$ cat config.mk
export PLATFORM = sky130hd
export DESIGN_NAME = writeback_stage
export DESIGN_NICKNAME = d
export VERILOG_FILES = /design/src/rtl/writeback_stage.sv
export SDC_FILE = /design/constraint.sdc
export NUM_CORES = 1
export LEC_CHECK = 0
export ABC_AREA = 1
export CELL_PAD_IN_SITES_DETAIL_PLACEMENT = 0
export CELL_PAD_IN_SITES_GLOBAL_PLACEMENT = 1
export CORE_MARGIN = 10
export CORE_UTILIZATION = 33
export DETAILED_ROUTE_END_ITERATION = 6
export PLACE_DENSITY_LB_ADDON = 0.1
export SLEW_MARGIN = 20
export SYNTH_ARGS = -nofsm -noshare
export SYNTH_HDL_FRONTEND = slang
export SYNTH_SLANG_ARGS = --single-unit
export TNS_END_PERCENT = 20
$ cat constraint.sdc
create_clock -name clk -period 6.2 [get_ports clk]
set_clock_uncertainty 0.2 [all_clocks]
set_input_delay 1.24 -clock clk [delete_from_list [all_inputs] [get_ports clk]]
set_output_delay 1.24 -clock clk [all_outputs]
set_load 0.02 [all_outputs]
$ cat src/rtl/writeback_stage.sv
// MEM/WB pipeline register with the writeback result select and the sub-word load
// formatter. It also keeps a count of retired instructions.
module writeback_stage #(
    parameter int D_WIDTH    = 32,
    parameter int REG_ADDR_W = 5,
    parameter int CNT_WIDTH  = 64
) (
    input  logic                  clk,
    input  logic                  rst,
    input  logic                  stall_w,
    input  logic                  flush_w,
    input  logic                  valid_m,
    input  logic                  reg_write_m,
    input  logic [1:0]            result_src_m,
    input  logic [2:0]            funct3_m,
    input  logic [REG_ADDR_W-1:0] rd_m,
    input  logic [D_WIDTH-1:0]    alu_result_m,
    input  logic [D_WIDTH-1:0]    read_data_m,
    input  logic [D_WIDTH-1:0]    pc_plus4_m,
    input  logic [D_WIDTH-1:0]    imm_ext_m,
    output logic                  valid_w,
    output logic                  reg_write_w,
    output logic [REG_ADDR_W-1:0] rd_w,
    output logic [D_WIDTH-1:0]    result_w,
    output logic [CNT_WIDTH-1:0]  instret
);

    localparam int OFF_W = (D_WIDTH == 64) ? 3 : 2;

    logic [OFF_W-1:0]   off;
    logic [OFF_W-1:0]   off_h;
    logic [OFF_W-1:0]   off_w;
    logic [7:0]         byte_v;
    logic [15:0]        half_v;
    logic [31:0]        word_v;
    logic [D_WIDTH-1:0] load_val;
    logic [D_WIDTH-1:0] result_sel;

    always_comb begin
        off   = alu_result_m[OFF_W-1:0];
        off_h = {off[OFF_W-1:1], 1'b0};
        // On a 32-bit datapath the word lane is always the whole read word.
        off_w = (D_WIDTH == 64) ? {off[OFF_W-1], {(OFF_W-1){1'b0}}} : '0;

        byte_v = 8'(read_data_m >> {off, 3'b000});
        half_v = 16'(read_data_m >> {off_h, 3'b000});
        word_v = 32'(read_data_m >> {off_w, 3'b000});

        case (funct3_m)
            3'b000:  load_val = D_WIDTH'($signed(byte_v));
            3'b001:  load_val = D_WIDTH'($signed(half_v));
            3'b100:  load_val = D_WIDTH'(byte_v);
            3'b101:  load_val = D_WIDTH'(half_v);
            3'b010:  load_val = D_WIDTH'($signed(word_v));
            3'b110:  load_val = D_WIDTH'(word_v);
            default: load_val = read_data_m;
        endcase

        case (result_src_m)
            2'b00:   result_sel = alu_result_m;
            2'b01:   result_sel = load_val;
            2'b10:   result_sel = pc_plus4_m;
            default: result_sel = imm_ext_m;
        endcase
    end

    always_ff @(posedge clk or posedge rst) begin
        if (rst) begin
            valid_w     <= 1'b0;
            reg_write_w <= 1'b0;
            rd_w        <= '0;
            result_w    <= '0;
            instret     <= '0;
        end else if (flush_w) begin
            valid_w     <= 1'b0;
            reg_write_w <= 1'b0;
        end else if (!stall_w) begin
            valid_w     <= valid_m;
            reg_write_w <= valid_m & reg_write_m & (rd_m != '0);
            rd_w        <= rd_m;
            result_w    <= result_sel;
            if (valid_m)
                instret <= instret + CNT_WIDTH'(1);
        end
    end

endmodule

=== Yosys cells after proc, flatten, opt, wreduce, memory -nomap -nowiden ===
Cells that the tools add are included.

* Memories kept: 0
* Output and inout bits: 103
* Bits in writable memories: 0
* Input bits: 144
* Latch bits: 0
* ROM bits: 0
* Bits in registers: 103

* Bitwise operators: 4
* Multipliers: 0
* Reductions and logical operators: 5
* Divide/modulo/power cells: 0
* Mux-type cells: 6
* Shift-type cells: 2
* $lt $le $gt $ge: 0
* Add/sub/neg operators: 1
* Eq/ne operators: 6

{| class="wikitable"
|+ Operators with widths
! kind !! number
|-
| $pmux 32 s4 || 1
|-
| $pmux 32 s3 || 1
|-
| $add 64x1->64 const B || 1
|-
| $shr 32x5->16 || 1
|-
| $shr 32x5->8 || 1
|-
| $eq 3x3->1 const B || 2
|-
| $reduce_bool 5->1 || 1
|-
| $mux 1 || 4
|-
| $eq 3x1->1 const B || 1
|-
| $logic_not 3->1 || 1
|-
| $reduce_and 3->1 || 1
|-
| $and 1x1->1 || 2
|-
| $eq 2x1->1 const B || 1
|-
| $eq 2x2->1 const B || 1
|-
| $logic_not 2->1 || 1
|-
| $ne 2x1->1 const B || 1
|-
| $not 1->1 || 2
|-
| $reduce_and 2->1 || 1
|}

=== Depth between registers and ports, before layout ===
Gate-level depths: netlist of run 1.

* Word-level depth: 4
* Depth in mapped cells: 11
* Gate-level depth less buffers: 11

=== Worst setup path before layout of run 1 ===
OpenSTA, ideal clock, no wires.

* Path kind: input to register
* From: in read_data_m[7]
* To: reg result_w[31]
* Library setup time: 0.117 ns
* Path slack: 3.650 ns
* Data required time: 5.883 ns
* Data arrival time: 2.233 ns
* Buffers on the path: 1
* Cell stages on the path: 10
* Cells stage by stage: or2_2 -> nand3_1 -> nand2_1 -> nand3_2 -> nand2_2 -> buf_4 -> nand2_1 -> nand2_1 -> nand2_1 -> nand2_1

* Longest elaborated chain between the ends: 3

{| class="wikitable"
|+ Ends and longest elaborated chain
! what !! line !! RTL
|-
| from (decl) || 18 || <nowiki>input logic [D_WIDTH-1:0] read_data_m,</nowiki>
|-
| $shr 32x5->8 || 45 || <nowiki>byte_v = 8'(read_data_m >> {off, 3'b000});</nowiki>
|-
| $pmux 32 s4 || 49 || <nowiki>case (funct3_m)</nowiki>
|-
| $pmux 32 s3 || 59 || <nowiki>case (result_src_m)</nowiki>
|-
| to (signal assigned) || 81 || <nowiki>result_w <= result_sel;</nowiki>
|-
| to (decl) || 24 || <nowiki>output logic [D_WIDTH-1:0] result_w,</nowiki>
|}

No other way between the ends.
A chain may end at the register's enable or synchronous reset.

=== Final worst setup path of run 1 ===
* From: in funct3_m[1]
* To: reg result_w[2]

* Longest elaborated chain between the ends: 3
* Elaborated cells on any way between the ends: 6
* Those cells by class: 3 x eq/ne; 2 x mux; 1 x reduce/logical

{| class="wikitable"
|+ Ends and longest elaborated chain
! what !! line !! RTL
|-
| from (decl) || 15 || <nowiki>input logic [2:0] funct3_m,</nowiki>
|-
| $eq 3x3->1, or another cell as far along || 49 ||
|-
| $pmux 32 s4 * || 49 ||
|-
| $pmux 32 s3 * || 59 ||
|}

Every way passes the cells marked *; elsewhere a longest branch is shown, timed or not.

==> impl_results.rst, run 1 <==
.. list-table::
   :header-rows: 1

   * - Metric
     - Value
   * - Number of cells on the worst reg-to-reg path
     - 9
   * - Peak fanout along the critical path
     - 25
   * - VDD IR max
     - 0.115 mV
   * - Clock root buffer
     - clkbuf_16
   * - Register clock-pin slew on the reported worst setup and hold paths
     - about 0.070 ns
   * - IO buf count
     - 246
   * - Tmin final
     - between 3 and 4 ns
   * - Overall routed net length
     - ~27 mm
   * - Clock tree from TritonCTS
     - yes
   * - Gr usage total
     - 0.194
   * - Detailed router's first-iteration violation count
     - 469
   * - Starting Density
     - 0.335
   * - Fin. Hold Viols
     - 0
   * - Estimated wirelength of the detail-placed design
     - about 21 mm
   * - Actual slew at the worst max-slew pin
     - between 0.8 and 0.9 ns
   * - Number of slew-limit violations in the final report
     - 0
   * - Pin count of the biggest net entering global routing
     - ~70
   * - Crit-path max cell delay
     - 0.71 ns
   * - Wirelength per Cell
     - roughly 17 um
   * - Cell depth of the worst hold path
     - 2
   * - Critical path startpoint category
     - input pin
   * - Remaining antenna violation count
     - 0
   * - Core occupancy in the finished layout
     - 0.484
   * - Boundary Pins
     - about 250
   * - Async set-reset flop share out of synthesis
     - 1.00
   * - Most used flip-flop cell after synthesis
     - dfrtp_1
   * - Number of gates resized after CTS
     - 0
   * - Unrepaired setup endpoints after global routing
     - false
   * - Total Nets Final
     - between 1000 and 1500
   * - Peak clock frequency supported by timing
     - approximately 280 MHz
   * - Critical Path End Type
     - flop
   * - EDFF count, synth
     - 0
   * - Path class of the lowest-slack min-delay path
     - flop to flop
   * - Core Box Area
     - around 20000 um^2
   * - Kind of critical path
     - input pin to flop
   * - Cell class contributing the biggest share of worst-path delay
     - buffers and inverters
   * - Vias in the first global route
     - ~7300
   * - Number of standard-cell rows in the floorplan
     - between 50 and 60
   * - Crit path depth
     - 9
   * - Synthesized area divided by synthesized cell count
     - between 6 and 7 um^2
   * - Count of buffers added by post-CTS timing repair for setup
     - 0
   * - Post-route fraction of the period consumed by the critical path
     - 0.581
   * - Final Setup Violations
     - 0
   * - Number of maximum-capacitance violations
     - 0
   * - FF+latch count, synth
     - 103
   * - Cts bufs inserted
     - 9
   * - Worst max-slew margin expressed relative to the limit
     - 0.417
   * - Mapped Cells
     - 1044
   * - Vias
     - slightly above 7000
   * - YS warnings
     - 0
   * - Die height
     - ~160 um
   * - Cell type with the highest occurrence count on the critical path
     - nand2_1
   * - Antenna violations before repair
     - 2
   * - Aggregate negative setup slack
     - 0 ns
   * - Arrival time worst endpoint
     - between 3 and 4 ns
   * - Number of sinks driven by the clock tree
     - 103
   * - DRC Markers
     - 0
   * - Part of the Yosys area used for sequential elements
     - 0.381
   * - Number of nets in the synthesized netlist
     - between 1000 and 1500
   * - Status
     - finished, final reports clean
   * - Vias per std cell
     - about 4.7
   * - Area of the die
     - 26600 um^2
   * - Required time of the worst setup path
     - about 6.2 ns
   * - Pwr per Cell Area
     - roughly 190 nW/um^2
   * - Area delta synth->final
     - 44.4%
   * - Worst-case clock buffer depth
     - 2
   * - Grt ovf
     - 0
   * - Wire length of the first global-routing pass
     - 40.9 mm
   * - Clock latency on the worst-skew pair
     - 0.35 ns
   * - Number of unique standard cell types used by synthesis
     - 35
   * - # H-tree levels
     - 3
   * - Static leakage power
     - roughly 4.4 nW
   * - Post-CTS Hold Fix Bufs
     - 0
   * - Die X
     - approximately 160 um
   * - Syn Std Cell Area
     - around 6800 um^2
   * - Share of cells above drive strength 1
     - 0.0422
   * - Final weighted congestion in routability-driven placement
     - about 0.9
   * - Buf+Inv Stages, Crit Path
     - 2
   * - Fill count
     - around 2100
   * - First-pass detailed-route iteration total
     - 5
   * - Max stage delay cell, worst path
     - inv_1
   * - Worst-path cell chain
     - clkdlybuf4s50_1 -> inv_1 -> nand3_1 -> o21ai_0 -> nor2_1 -> o21ai_0 -> nand2_1 -> nand2_1 -> nand2_1
-- final timing paths --
kind	slack, ns	start	end
max	2.60	funct3_m[1]	result_w[2]$_DFFE_PP0P_
min	0.27	rd_w[3]$_DFFE_PP0P_	rd_w[3]$_DFFE_PP0P_
max reg2reg	3.85	instret[1]$_DFFE_PP0P_	instret[46]$_DFFE_PP0P_
min reg2reg	0.27	rd_w[3]$_DFFE_PP0P_	rd_w[3]$_DFFE_PP0P_
max in group asynchronous	3.52	rst	instret[30]$_DFFE_PP0P_
min in group asynchronous	1.23	rst	reg_write_w$_DFFE_PP0P_
-- cells in the mapped netlist, types with 7 or more instances --
cell type,n,area share
xnor2_1,20,0.026
o21ai_0,46,0.034
nor2_1,218,0.12
nand4_1,21,0.019
nand2_1,406,0.23
nand2_2,7,0.0065
nand3_1,27,0.020
xor2_1,18,0.023
inv_1,71,0.039
a21oi_1,14,0.010
clkbuf_1,20,0.011
a221oi_1,17,0.022
nand3b_1,7,0.0078
dfrtp_1,103,0.38
nor2_4,7,0.012
-- report_power, final --
part | internal, mW | total [mW] | switching (mW)
clock network | 0.278 | 0.565 | 0.287
logic | 0.242 | 0.508 | 0.266
registers | 0.729 | 0.779 | 0.0505
total | 1.25 | 1.85 | 0.604
-- worst register-to-register path, stage by stage, from the launching register on --
cell and delay, ns:
dfrtp_1 0.42, ha_1 0.19, nand2_1 0.05, nor2_1 0.18, nand2_2 0.12, inv_2 0.10, nand2_1 0.11, nor2_2 0.57
nand2_1 0.15, xnor2_1 0.15
-- layout by cell type (no fill, tap or decap) --
cell,synthesis,final
inv_4,0,1
dfrtp_1,103,103
and3_1,1,1
nand2_2,7,7
nor2_2,4,4
nor3_1,4,4
or2_2,2,2
clkinv_1,2,2
nor2_1,218,218
nor2_4,7,7
ha_1,1,1
nor3b_1,1,1
nand3b_2,1,1
and2_0,1,1
inv_2,6,6
clkinvlp_4,0,1
inv_8,0,1
clkdlybuf4s50_1,0,246
inv_1,71,70
buf_4,2,4
xnor2_2,1,1
nand4_2,1,1
o21bai_1,1,1
xor2_1,18,18
o21ai_1,2,2
a21oi_1,14,14
xnor2_1,20,20
nand3_1,27,27
nand4_1,21,21
nor4_1,1,1
o21ai_0,46,46
nand3_2,2,2
clkbuf_16,0,9
inv_6,0,1
a221oi_1,17,17
diode_2,0,2
nand2_1,406,406
nand3b_1,7,7
clkinv_4,0,3
nor3_2,3,3
-- registers in the layout, indices dropped and copies added (netlist names) --
name	cells
instret	64
reg_write_w	1
valid_w	1
rd_w	5
result_w	32
-- stage by stage --
stage | area [um^2] | hold slack (ns) | power, mW | instances | setup slack, ns
6_report | 9760 | 0.275 | 1.85 | 1553 | 2.60
4_1_cts | 9760 | 0.277 | 1.87 | 1551 | 2.77
5_1_grt | 9760 | 0.302 | 1.95 | 1553 | 2.46
3_5_place_dp | 9480 | 0.259 | 1.30 | 1536 | 2.40
2_1_floorplan | 6760 | 0.384 | 1.02 | 1044 | 2.06
3_3_place_gp | 9480 | 0.254 | 1.30 | 1536 | 2.42
-- cell families (layout without fill, tap and decap cells) --
kind of cell	count (synthesis)	in the layout	synth area share
fa+ha+maj	1	1	0.00185
other cells	0	2	0
flops	103	103	0.381
buf+inv	107	344	0.0613
simple gates	714	714	0.435
compound gates	80	80	0.0690
xor+xnor	39	39	0.0516
-- metal layers --
| metal | track usage | wire (um) | share of wire | vias up |
|---|---|---|---|---|
| met5 | 0 | 0 | 0 | - |
| met4 | 0.0557 | 441 | 0.017 | 0 |
| met3 | 0.0398 | 1620 | 0.061 | 24 |
| met2 | 0.296 | 11700 | 0.44 | 228 |
| met1 | 0.271 | 12700 | 0.48 | 3279 |
| li1 | - | - | - | 3739 |
-- final cells by class --
type / count / area (um^2) / area share
clock inverters: 6 / 53.8 / 0.00551
repair buffers: 250 / 2490 / 0.255
inverters: 79 / 299 / 0.0306
clock buffers: 9 / 225 / 0.0231
well taps: 270 / 338 / 0.0346
diodes: 2 / 5.00 / 0.000513
flip-flops and latches: 103 / 2580 / 0.264
multi-input cells: 834 / 3770 / 0.386
(Power assumes the default switching activity.)
==> inputs of run 2 (changes only) <==
--- a/config.mk
+++ b/config.mk
@@ -9,7 +9,7 @@
 export CELL_PAD_IN_SITES_DETAIL_PLACEMENT = 0
 export CELL_PAD_IN_SITES_GLOBAL_PLACEMENT = 1
 export CORE_MARGIN = 10
-export CORE_UTILIZATION = 33
+export CORE_UTILIZATION = 31
 export DETAILED_ROUTE_END_ITERATION = 6
 export PLACE_DENSITY_LB_ADDON = 0.1
 export SLEW_MARGIN = 20
==> constraint.sdc (replaced) <==
create_clock -name clk -period 3.65 [get_ports clk]
set_clock_uncertainty 0.2 [all_clocks]
set_input_delay 0.73 -clock clk [delete_from_list [all_inputs] [get_ports clk]]
set_output_delay 0.73 -clock clk [all_outputs]
set_load 0.02 [all_outputs]
==> run 2 against run 1 <==
Cell area is 1.7% higher. First-iteration DRC count is 6.0% lower. Non-clock buffer count is 14 higher. Global-route usage is 0.062 points lower. Via count is 2.3% higher. Die area is 5.6% higher. Utilization is 1.6 points lower. Worst setup slack worse by 1.5 ns. Register-to-register slack worse by 2.5 ns. Combinational power is 73% higher. Wire length is 5.1% higher.
==> impl_results.rst, run 2 (synthesis gave the netlist of run 1 again) <==
.. list-table::
   :header-rows: 1

   * - Metric
     - Value
   * - Cell type with the highest occurrence count on the critical path
     - nand2_1 (unchanged)
   * - Number of placed instances with taps included
     - 1555 (was 1536)
   * - Count of buffers added by post-CTS timing repair for setup
     - 0 (unchanged)
   * - Share of cells above drive strength 1
     - 0.0532 (was 0.0422)
   * - Most frequent standard cell in the layout excluding fill and tap cells
     - nand2_1 (unchanged)
   * - Cell depth of the worst hold path
     - 2 (unchanged)
   * - Total Nets Final
     - 1436 (was 1422)
   * - Status
     - finished, final reports clean (unchanged)
   * - Pre-CTS setup slack
     - 0.724 ns (was 2.40 ns)
   * - Source of the worst register-to-register timing path
     - instret[1]$_DFFE_PP0P_ (unchanged)
   * - Fill count
     - 2255 (was 2098)
   * - Cts bufs inserted
     - 9 (unchanged)
   * - Pin count of the biggest net entering global routing
     - 50 (was 72)
   * - Tmin final
     - between 2 and 3 ns
   * - Number of gates resized after CTS
     - 0 (unchanged)
   * - Clock latency on the worst-skew pair
     - 0.36 ns (was 0.35 ns)
   * - Most frequent cells in the layout
     - nand2_1 (406), clkdlybuf4s50_1 (246), nor2_1 (218) (unchanged)
   * - Aggregate negative setup slack
     - 0 ns (unchanged)
   * - Peak clock frequency supported by timing
     - 393 MHz
   * - Buf+Inv Stages, Crit Path
     - 2 (unchanged)
   * - Number of cells on the worst reg-to-reg path
     - 9 (unchanged)
   * - Crit-path max cell delay
     - 0.44 ns (was 0.71 ns)
   * - Peak fanout along the critical path
     - 17 (was 25)
   * - Max stage delay cell, worst path
     - clkdlybuf4s50_1 (was inv_1)
   * - Detailed router's first-iteration violation count
     - 441 (was 469)
   * - Unrepaired setup endpoints after global routing
     - false (unchanged)
   * - Antenna violations before repair
     - 4 (was 2)
   * - Static leakage power
     - 4.51 nW (was 4.42 nW)
   * - Die X
     - 168 um (was 163 um)
   * - Area delta synth->final
     - 46.8% (was 44.4%)
   * - First-pass detailed-route iteration total
     - 5 (unchanged)
   * - Vias in the first global route
     - 7503 (was 7293)
   * - Pwr per Cell Area
     - 328 nW/um^2 (was 190 nW/um^2)
   * - Setup WS post-layout
     - 1.11 ns (was 2.60 ns)
   * - Worst-case clock buffer depth
     - 2 (unchanged)
   * - Number of standard-cell rows in the floorplan
     - 53 (was 52)
   * - Number of slew-limit violations in the final report
     - 0 (unchanged)
   * - Number of sinks driven by the clock tree
     - 103 (unchanged)
   * - VDD IR max
     - 0.202 mV (was 0.115 mV)
   * - Worst max-slew margin expressed relative to the limit
     - 0.523 (was 0.417)
   * - Remaining antenna violation count
     - 0 (unchanged)
   * - Arrival time worst endpoint
     - 2.59 ns (was 3.64 ns)
   * - Finished Layout Cells
     - 1574 (was 1553)
   * - Placed cell area
     - 9600 um^2 (was 9480 um^2)
   * - Clock tree from TritonCTS
     - yes (unchanged)
   * - Worst-path cell chain
     - clkdlybuf4s50_1 -> inv_1 -> nand3_1 -> o21ai_0 -> nor2_1 -> o21ai_0 -> nand2_1 -> nand2_1 -> nand2_1 (unchanged)
   * - Max reg flops
     - 64 (unchanged)
   * - Min-delay src
     - rd_w[2]$_DFFE_PP0P_ (was rd_w[3]$_DFFE_PP0P_)
   * - Overall Power
     - 3.26 mW (was 1.85 mW)
   * - Gr usage total
     - 0.194 (about the same)
   * - Fin. Hold Viols
     - 0 (unchanged)
   * - Vias
     - 7436 (was 7270)
   * - Path class of the lowest-slack min-delay path
     - flop to flop (unchanged)
   * - Wire length of the first global-routing pass
     - 43.7 mm (was 40.9 mm)
   * - Kind of critical path
     - input pin to flop (unchanged)
   * - IO buf count
     - 246 (unchanged)
   * - DRC Markers
     - 0 (unchanged)
   * - Clock root buffer
     - clkbuf_16 (unchanged)
   * - Worst setup path startpoint
     - funct3_m[1] (unchanged)
   * - Starting Density
     - 0.319 (was 0.335)
   * - Estimated wirelength of the detail-placed design
     - 22.4 mm (was 21.0 mm)
   * - Boundary Pins
     - 247 (unchanged)
   * - Final weighted congestion in routability-driven placement
     - 0.902 (was 0.903)
   * - Vias per std cell
     - 4.72 (was 4.68)
   * - Required time of the worst setup path
     - 3.70 ns (was 6.24 ns)
   * - # H-tree levels
     - 3 (unchanged)
   * - Critical path startpoint category
     - input pin (unchanged)
   * - Final design area excluding fillers
     - 9920 um^2 (was 9760 um^2)
   * - Post-CTS Hold Fix Bufs
     - 0 (unchanged)
   * - Register with the most flip-flops
     - instret (unchanged)
   * - Number of maximum-capacitance violations
     - 0 (unchanged)
   * - Core Box Area
     - 21200 um^2 (was 20200 um^2)
   * - Die height
     - 168 um (was 163 um)
   * - Post-route fraction of the period consumed by the critical path
     - 0.696
   * - Overall routed net length
     - 27.9 mm (was 26.5 mm)
   * - Grt ovf
     - 0 (unchanged)
   * - Area of the die
     - 28100 um^2 (was 26600 um^2)
   * - Cell class contributing the biggest share of worst-path delay
     - buffers and inverters (unchanged)
   * - Crit path depth
     - 9 (unchanged)
   * - Final Setup Violations
     - 0 (unchanged)
   * - Wirelength per Cell
     - 17.7 um (was 17.1 um)
   * - Actual slew at the worst max-slew pin
     - 0.715 ns (was 0.874 ns)
   * - Register clock-pin slew on the reported worst setup and hold paths
     - 0.08 ns (was 0.07 ns)
   * - Registers with the highest flip-flop counts
     - instret x64, result_w x32, rd_w x5 (unchanged)
   * - Critical Path End Type
     - flop (unchanged)
## run 2: cell count changes in the layout (fill, tap and decap cells not counted), sizes merged
cell / delta
diode: +1
bufinv: +1
buf: +14
## run 2: layout make-up
cell class	instances	area, um^2	area share
antenna	3	7.51	0.000756
clock buffer	9	225	0.0227
clock inverter	7	91.3	0.00920
inverter	79	299	0.0301
multi-input combinational	834	3770	0.380
sequential	103	2580	0.260
tap	275	344	0.0347
timing repair buffer	264	2610	0.263
## run 2: metrics by stage
stage / hold WS, ns / util
final: 0.279 / 0.468
after global routing: 0.296 / 0.468
after CTS: 0.283 / 0.467
after detailed placement: 0.263 / 0.452
after global placement: 0.256 / 0.452
after floorplan: 0.384 / -
## run 2: power breakdown
| group | switching [mW] | internal [mW] | total [mW] |
|---|---|---|---|
| Clock | 0.505 | 0.549 | 1.05 |
| Combinational | 0.457 | 0.423 | 0.880 |
| Sequential | 0.0857 | 1.24 | 1.32 |
## run 2: path summary, 6_finish.rpt
kind	to	slack [ns]
max	result_w[4]$_DFFE_PP0P_	1.11
min	rd_w[2]$_DFFE_PP0P_	0.28
max reg2reg	instret[38]$_DFFE_PP0P_	1.32
min reg2reg	rd_w[2]$_DFFE_PP0P_	0.28
max in group asynchronous	instret[24]$_DFFE_PP0P_	1.93
min in group asynchronous	result_w[7]$_DFFE_PP0P_	0.63
## run 2: worst reg2reg max path, cell delays in order, from the launching register on
cell and delay [ns]:
dfrtp_1 0.43, ha_1 0.20, nand2_1 0.06, nor2_1 0.18, nand2_2 0.12, inv_2 0.10
nand2_1 0.10, nor2_2 0.53, nand2_1 0.14, xnor2_1 0.16
## run 2: per-layer routing
layer  share of wire  vias up  GRT usage
li1                -     3768          -
met4          0.0089        2     0.0397
met3           0.065       18     0.0478
met2            0.45      226      0.301
met5         0.00072        -          0
met1            0.48     3422      0.265
==> inputs of run 3 (changes only) <==
==> constraint.sdc (replaced) <==
create_clock -name clk -period 2.37 [get_ports clk]
set_clock_uncertainty 0.2 [all_clocks]
set_input_delay 0.474 -clock clk [delete_from_list [all_inputs] [get_ports clk]]
set_output_delay 0.474 -clock clk [all_outputs]
set_load 0.02 [all_outputs]
==> run 3 against run 2 <==
Clock power grew 56%. Clock-buffer cell count is the same. Sequential share of layout area shrank 0.94 points. Worst hold slack lost 0.041 ns. Final cell count grew 2.4%. Cell area grew 3.8%. Sequential power grew 55%. Largest cell class unchanged. Highest routed layer unchanged.
==> impl_results.rst, run 3 (synthesis gave the netlist of run 1 again) <==
.. list-table::
   :header-rows: 1

   * - Metric
     - Value
   * - Status
     - finished, final reports clean (unchanged)
   * - Crit-path max cell delay
     - 0.68 ns (was 0.44 ns)
   * - Max stage delay cell, worst path
     - clkdlybuf4s50_1 (unchanged)
   * - Peak clock frequency supported by timing
     - approximately 450 MHz
   * - Registers with the highest flip-flop counts
     - instret x64, result_w x32, rd_w x5 (unchanged)
   * - Register clock-pin slew on the reported worst setup and hold paths
     - 0.08 ns (about the same)
   * - Area delta synth->final
     - 52.3% (was 46.8%)
   * - DRC Markers
     - 0 (unchanged)
   * - Internal reg-to-reg setup slack
     - 0.30 ns (was 1.32 ns)
   * - Path class of the lowest-slack min-delay path
     - input pin to async pin (was flop to flop)
   * - Gr usage total
     - 0.197 (was 0.194)
   * - Die height
     - 168 um (unchanged)
   * - Detailed router's first-iteration violation count
     - 475 (was 441)
   * - Fin. Hold Viols
     - 0 (unchanged)
   * - Unrepaired setup endpoints after global routing
     - false (unchanged)
   * - Peak fanout along the critical path
     - 7 (was 17)
   * - Worst max-slew margin expressed relative to the limit
     - 0.705 (was 0.523)
   * - # H-tree levels
     - 3 (unchanged)
   * - Starting Density
     - 0.319 (unchanged)
   * - Pin count of the biggest net entering global routing
     - 41 (was 50)
   * - Overall routed net length
     - 28.3 mm (was 27.9 mm)
   * - VDD IR max
     - 0.336 mV (was 0.202 mV)
   * - Final Setup Violations
     - 0 (unchanged)
   * - Worst-case clock buffer depth
     - 2 (unchanged)
   * - Final weighted congestion in routability-driven placement
     - 0.899 (was 0.902)
   * - Vias
     - 7539 (was 7436)
   * - Clock tree from TritonCTS
     - yes (unchanged)
   * - Estimated wirelength of the detail-placed design
     - 23.1 mm (was 22.4 mm)
   * - Share of cells above drive strength 1
     - 0.0802 (was 0.0532)
   * - Actual slew at the worst max-slew pin
     - 0.438 ns (was 0.715 ns)
   * - Max reg flops
     - 64 (unchanged)
   * - Finished Layout Cells
     - 1611 (was 1574)
   * - Vias per std cell
     - 4.68 (was 4.72)
   * - Clock root buffer
     - clkbuf_16 (unchanged)
   * - Clock latency on the worst-skew pair
     - 0.36 ns (about the same)
   * - Number of sinks driven by the clock tree
     - 103 (unchanged)
   * - Remaining antenna violation count
     - 0 (unchanged)
   * - Vias in the first global route
     - 7614 (was 7503)
   * - Most frequent standard cell in the layout excluding fill and tap cells
     - nand2_1 (unchanged)
   * - Core occupancy in the finished layout
     - 0.485 (was 0.468)
   * - Cell class contributing the biggest share of worst-path delay
     - buffers and inverters (unchanged)
   * - Fill count
     - 2223 (was 2255)
   * - Boundary Pins
     - 247 (unchanged)
   * - Number of slew-limit violations in the final report
     - 0 (unchanged)
   * - Arrival time worst endpoint
     - 1.56 ns (was 2.59 ns)
   * - Post-route fraction of the period consumed by the critical path
     - 0.942
   * - Register area
     - 2580 um^2 (unchanged)
   * - Most frequent cells in the layout
     - nand2_1 (406), clkdlybuf4s50_1 (245), nor2_1 (218) (was nand2_1 (406), clkdlybuf4s50_1 (246), nor2_1 (218))
   * - Area of the die
     - 28100 um^2 (unchanged)
   * - Critical Path End Type
     - primary output (was flop)
   * - Total Nets Final
     - 1474 (was 1436)
   * - Core Box Area
     - 21200 um^2 (unchanged)
   * - Number of standard-cell rows in the floorplan
     - 53 (unchanged)
   * - IO buf count
     - 246 (unchanged)
   * - Wirelength per Cell
     - 17.6 um (was 17.7 um)
   * - Register with the most flip-flops
     - instret (unchanged)
   * - Worst-path cell chain
     - clkdlybuf4s50_1 (was clkdlybuf4s50_1 -> inv_1 -> nand3_1 -> o21ai_0 -> nor2_1 -> o21ai_0 -> nand2_1 -> nand2_1 -> nand2_1)
   * - Required time of the worst setup path
     - 1.70 ns (was 3.70 ns)
   * - Count of buffers added by post-CTS timing repair for setup
     - 0 (unchanged)
   * - Antenna violations before repair
     - 3 (was 4)
   * - Buf+Inv Stages, Crit Path
     - 1 (was 2)
   * - Grt ovf
     - 0 (unchanged)
   * - Tmin final
     - 2.23 ns
   * - Pwr per Cell Area
     - 494 nW/um^2 (was 328 nW/um^2)
   * - Number of placed instances with taps included
     - 1593 (was 1555)
   * - Wire length of the first global-routing pass
     - 44.4 mm (was 43.7 mm)
   * - First-pass detailed-route iteration total
     - 5 (unchanged)
   * - Static leakage power
     - 4.73 nW (was 4.51 nW)
   * - Total area of multi-input combinational cells
     - 3770 um^2 (unchanged)
   * - Number of maximum-capacitance violations
     - 0 (unchanged)
   * - Cts bufs inserted
     - 9 (unchanged)
   * - Kind of critical path
     - flop to primary output (was input pin to flop)
   * - Critical path startpoint category
     - flop (was input pin)
   * - Die X
     - 168 um (unchanged)
-- run 3: per-stage QoR --
| step | TNS, ns | worst slack, ns | hold slack [ns] | total power, mW | area, um^2 |
|---|---|---|---|---|---|
| after global placement | -2.59 | -0.308 | 0.258 | 3.50 | 9970 |
| after detailed placement | -1.52 | -0.216 | 0.263 | 3.50 | 9970 |
| after global routing | 0 | 0.0596 | 0.239 | 5.37 | 10300 |
| after floorplan | 0 | 0.408 | 0.384 | 2.67 | 6770 |
| after CTS | 0 | 0.117 | 0.231 | 5.18 | 10300 |
| final | 0 | 0.137 | 0.238 | 5.09 | 10300 |
-- run 3: power by group --
part | switching [mW] | leakage, nW | internal [mW]
Clock | 0.792 | 0.147 | 0.846
Sequential | 0.135 | 1.37 | 1.91
Combinational | 0.712 | 3.22 | 0.700
-- run 3: what timing repair did --
action                                  4_1_cts  5_1_grt
hold buffers                                  0        0
gates resized for setup                       0        1
endpoints found under the setup margin        0        1
-- run 3: final cells by class --
type / count / area share
multi-input combinational: 834 / 0.366
timing repair buffer: 302 / 0.290
sequential: 103 / 0.250
tap: 275 / 0.0334
inverter: 79 / 0.0292
clock buffer: 9 / 0.0219
clock inverter: 7 / 0.00875
antenna: 2 / 0.000486
-- run 3: path summary, 6_finish.rpt --
| path | startpoint | depth (start not counted) | end |
|---|---|---|---|
| min in group clk | rd_w[2]$_DFFE_PP0P_ | 2 | rd_w[2]$_DFFE_PP0P_ |
| worst min register to register | rd_w[2]$_DFFE_PP0P_ | 2 | rd_w[2]$_DFFE_PP0P_ |
| worst max register to register | instret[1]$_DFFE_PP0P_ | 10 | instret[52]$_DFFE_PP0P_ |
| worst max-delay path | instret[55]$_DFFE_PP0P_ | 1 | instret[55] |
| worst min-delay path | rst | 2 | result_w[4]$_DFFE_PP0P_ |
| max in group asynchronous | rst | 3 | result_w[3]$_DFFE_PP0P_ |
-- run 3: routing by layer --
layer / vias up / share of wire / GRT usage
li1: 3841 / - / -
met1: 3456 / 0.48 / 0.270
met2: 215 / 0.44 / 0.304
met3: 25 / 0.065 / 0.0494
met4: 2 / 0.015 / 0.0462
met5: - / 0.00028 / 0
